`config.mk`:
```
export PLATFORM = sky130hd
export DESIGN_NAME = tx_symbol_upsampler
export DESIGN_NICKNAME = d
export VERILOG_FILES = /design/src/rtl/tx_symbol_upsampler.sv
export SDC_FILE = /design/constraint.sdc
export NUM_CORES = 1
export LEC_CHECK = 0
export CAP_MARGIN = 20
export CORE_AREA = 2 2 49 51
export CTS_CLUSTER_SIZE = 40
export DETAILED_ROUTE_END_ITERATION = 6
export DIE_AREA = 0 0 51 53
export PLACE_DENSITY = 0.71
export SYNTH_ARGS = -nofsm -noshare
export SYNTH_HDL_FRONTEND = slang
export SYNTH_SLANG_ARGS = --single-unit
```
`constraint.sdc`:
```
create_clock -name clock -period 2.4 [get_ports clock]
set_clock_uncertainty 0.15 [all_clocks]
set_input_delay 0.48 -clock clock [delete_from_list [all_inputs] [get_ports clock]]
set_output_delay 0.48 -clock clock [all_outputs]
set_load 0.02 [all_outputs]
```
`src/rtl/tx_symbol_upsampler.sv`:
```
// TX symbol upsampler: buffers BPSK bits, maps them to +/-AMP and
// zero-stuffs by OS to feed the TX polyphase FIR.
module tx_symbol_upsampler #(
    parameter int OS         = 4,
    parameter int DW         = 8,
    parameter int AMP        = 64,
    parameter int FIFO_DEPTH = 4
) (
    input  logic                       clock,
    input  logic                       i_reset,
    input  logic                       i_enable,
    input  logic                       i_sym_valid,
    input  logic                       i_sym,
    output logic                       o_sym_ready,
    output logic signed [DW-1:0]       o_os_data,
    output logic                       o_os_valid,
    output logic [$clog2(OS)-1:0]      o_phase,
    output logic                       o_underflow
);

    localparam int PW = $clog2(OS);
    localparam int AW = $clog2(FIFO_DEPTH);
    localparam int CW = AW + 1;

    localparam logic signed [DW-1:0] AMP_POS = DW'(AMP);
    localparam logic signed [DW-1:0] AMP_NEG = DW'(-AMP);
    localparam logic [PW-1:0]        PH_LAST = PW'(OS - 1);
    localparam logic [CW-1:0]        CNT_FULL = CW'(FIFO_DEPTH);

    logic [FIFO_DEPTH-1:0] mem;
    logic [AW-1:0]         wr_ptr;
    logic [AW-1:0]         rd_ptr;
    logic [CW-1:0]         count;
    logic [PW-1:0]         phase_cnt;

    logic fifo_empty;
    logic push;
    logic pop;
    logic head;
    logic sym_tick;

    always_comb begin
        o_sym_ready = (count != CNT_FULL);
        fifo_empty  = (count == '0);
        push        = i_sym_valid && o_sym_ready;
        sym_tick    = i_enable && (phase_cnt == '0);
        // Pop sees only registered count, so a same-cycle push is invisible
        pop         = sym_tick && !fifo_empty;
        head        = mem[rd_ptr];
    end

    always_ff @(posedge clock) begin
        if (push) begin
            mem[wr_ptr] <= i_sym;
        end
    end

    always_ff @(posedge clock) begin
        if (i_reset) begin
            wr_ptr <= '0;
            rd_ptr <= '0;
            count  <= '0;
        end else begin
            if (push) begin
                wr_ptr <= wr_ptr + 1'b1;
            end
            if (pop) begin
                rd_ptr <= rd_ptr + 1'b1;
            end
            unique case ({push, pop})
                2'b10:   count <= count + 1'b1;
                2'b01:   count <= count - 1'b1;
                default: count <= count;
            endcase
        end
    end

    always_ff @(posedge clock) begin
        if (i_reset) begin
            phase_cnt   <= '0;
            o_os_data   <= '0;
            o_os_valid  <= 1'b0;
            o_phase     <= '0;
            o_underflow <= 1'b0;
        end else if (i_enable) begin
            o_os_valid <= 1'b1;
            o_phase    <= phase_cnt;
            phase_cnt  <= (phase_cnt == PH_LAST) ? '0 : phase_cnt + 1'b1;
            if (phase_cnt == '0) begin
                if (!fifo_empty) begin
                    o_os_data <= head ? AMP_NEG : AMP_POS;
                end else begin
                    o_os_data   <= '0;
                    o_underflow <= 1'b1;
                end
            end else begin
                o_os_data <= '0;
            end
        end else begin
            o_os_valid <= 1'b0;
        end
    end

endmodule

```
==> results.txt <==
Dpl hpwl -> 1.12 mm
TritonCTS Sinks -> 19
Detailed-route via count -> 651
Tcrit/Tclk final -> 96.0%
Asr flop ratio synth -> 0%
H-tree levels -> 1
Largest area contributor in the netlist -> dfxtp_1
Antenna violations before repair -> 0
DRC -> 0
Largest cells by area after synthesis -> dfxtp_1 (32%), edfxtp_1 (13%), ha_1 (9.4%)
Syn Inst Count -> 92
Worst Hold Class -> reg -> reg
Number of fillers in the final layout -> 194
YS warnings -> 0
Switching Fraction -> 33.3%
F_max -> 434 MHz
Switching power -> 0.322 mW
CTS tree -> built
Synth top area share -> 32.4%
Placement Rows -> 17
Worst hold margin -> 344 ps
Sequential share of power -> 43.0%
Largest net degree at the start of global routing -> 16
Ports -> 18
Share of layout cells above drive strength 1 -> 23.2%
Worst-case clock buffer depth -> 2
Core area -> 0.00215 mm²
Synth cell types -> 30
Drt wl/cell -> 11.0 µm
Clk slew on worst S/H paths -> 100 ps
Via density -> 4.65
Iter 0 DRT Violations -> 1
Clock share of power -> 16.4%
Synthesized cell area -> 927 µm²
Crit path launch type -> flop
Footprint of the multi-input gates -> 440 µm²
Initial Util -> 43.2%
Post-synthesis sequential area ratio -> 45.3%
CP max FO -> 5
Hold buffers post-CTS -> 0
Mean Syn Cell Area -> 10.1 µm²
Fin crit period -> 2300 ps
Die area -> 0.00270 mm²
Die Span Y -> 53 µm
Max IR drop VDD -> 0.313 mV
CP arrival -> 2380 ps
Number of synthesized flops with an enable pin -> 4
Gpl congestion -> 0.737
Maxcap violations -> 0
Nets -> 126
Flops & latches, synth -> 19
Post-DRT Antenna Nets -> 0
CP Capture Type -> flop
RSZ-0062 raised after global routing -> false
Slew @ Worst Pin -> 550 ps
Pint -> 0.644 mW
Gate power share -> 40.6%
Number of global-route vias before repair -> 617
Slew Limit Fails -> 0
Worst Path Required -> 2470 ps
Clk Latency, worst-skew pair -> 290 ps
Final WL -> 1.53 mm
Leak pwr -> 0.489 nW
Worst Path Class, Setup -> reg -> reg
Synth Flop Type -> dfxtp_1
Drt first pass iters -> 3
Layout Utilization -> 53.6%
Status -> completed
Seq. cell area -> 425 µm²
Final Hold Vio Count -> 0
Input/output buffers -> 11
Area grow syn2layout -> 24.2%
Final setup viols -> 0
Die Wd -> 51 µm
First-pass GRT wire length -> 2.47 mm
Gr usage total -> 12.9%
Power Dens Cells -> 838 mW/mm²
Num CTS Buffers -> 3
Slew HR -> 63.3%
Grt ovf -> 0
Diode count -> 0
Clock Root Buffer -> clkbuf_4
cell type report:
class	count	area share (%)
Timing Repair Buffer	21	16.5
Clock buffer	4	2.28
Tap cell	28	3.04
Multi-Input combinational cell	59	38.3
Sequential cell	19	37.0
Inverter	9	2.93
worst max-delay path, stage by stage, from the launching register on:
cell,delay (ps)
dfxtp_4,370
inv_1,60
ha_2,180
o311a_4,200
ha_2,170
inv_1,60
fa_2,330
xor2_1,160
or3_2,410
a21oi_1,140
synthesized netlist by cell type (all sizes together), types with 2 or more instances:
| cell | instances |
|---|---|
| xor2 | 2 |
| and3 | 4 |
| inv | 9 |
| ha | 7 |
| edfxtp | 4 |
| buf | 9 |
| nand3 | 3 |
| a21oi | 7 |
| mux2i | 3 |
| nor2 | 12 |
| a21o | 3 |
| dfxtp | 15 |
final timing paths:
path	start	end	slack, ps	cells after the start
worst min-delay path	o_os_data[6]$_SDFFE_PP0P_	o_os_data[6]$_SDFFE_PP0P_	340	2
worst max-delay path	phase_cnt[0]$_SDFFE_PP0P_	count[2]$_SDFFE_PP0P_	100	9
worst min register to register	o_os_data[6]$_SDFFE_PP0P_	o_os_data[6]$_SDFFE_PP0P_	340	2
worst max register to register	phase_cnt[0]$_SDFFE_PP0P_	count[2]$_SDFFE_PP0P_	100	9
power by group through the flow:
| stage | combinational (mW) | sequential [mW] | clock, mW |
|---|---|---|---|
| after floorplan | 0.217 | 0.444 | 0 |
| after global placement | 0.351 | 0.418 | 0 |
| after detailed placement | 0.364 | 0.421 | 0 |
| after CTS | 0.366 | 0.414 | 0.165 |
| after global routing | 0.433 | 0.423 | 0.178 |
| final | 0.392 | 0.415 | 0.158 |
logic make-up after synthesis:
| family | synth area share, % |
|---|---|
| AOI/OAI and AO/OA | 9.85 |
| xor gates and xnor gates | 2.83 |
| adders and majority gates | 11.6 |
| buffers and inverters | 11.1 |
| DFF | 45.3 |
| muxes | 5.67 |
| other | 0.404 |
| and+or+nand+nor | 13.2 |
timing repair:
action	4_1_cts	5_1_grt
buffers inserted	0	2
resized for setup	0	9
setup endpoints to repair	0	2
routing by layer:
layer  part of all wire, %  wire (µm)  vias to the layer above  GRT usage (%)
met5                     0          0                        -              0
met4                   3.7         56                        0           12.2
met3                   2.2         34                        5           1.69
met2                    50        764                       13           22.5
met1                    44        679                      295           13.2
li1                      -          -                      338              -
stage by stage:
step	instances	instance area, µm²	setup TNS (ps)	worst slack [ps]	total power [mW]
final	140	1150	0	96.4	0.965
after global routing	140	1150	0	12.5	1.03
after CTS	138	1110	0	28.1	0.946
after detailed placement	134	1080	-293	-293	0.786
after global placement	134	1080	-221	-221	0.769
after floorplan	97	946	0	6.49	0.661
registers in the layout (all words and copies together) (netlist names):
| signal | flops |
|---|---|
| mem | 4 |
| count | 3 |
| o_os_data | 2 |
| o_phase | 2 |
| phase_cnt | 2 |
| rd_ptr | 2 |
| wr_ptr | 2 |
| o_os_valid | 1 |
| o_underflow | 1 |
cell usage in the layout (no fill, tap or decap), types with 4 or more instances in the layout:
cell and count:
conb_1 6, a21oi_1 6, edfxtp_1 4, clkdlybuf4s50_1 9, buf_4 10, and3_2 4, dfxtp_1 13, nor2_1 12
inv_1 9, ha_1 5
No activity file was read; power rests on OpenSTA's default activity.
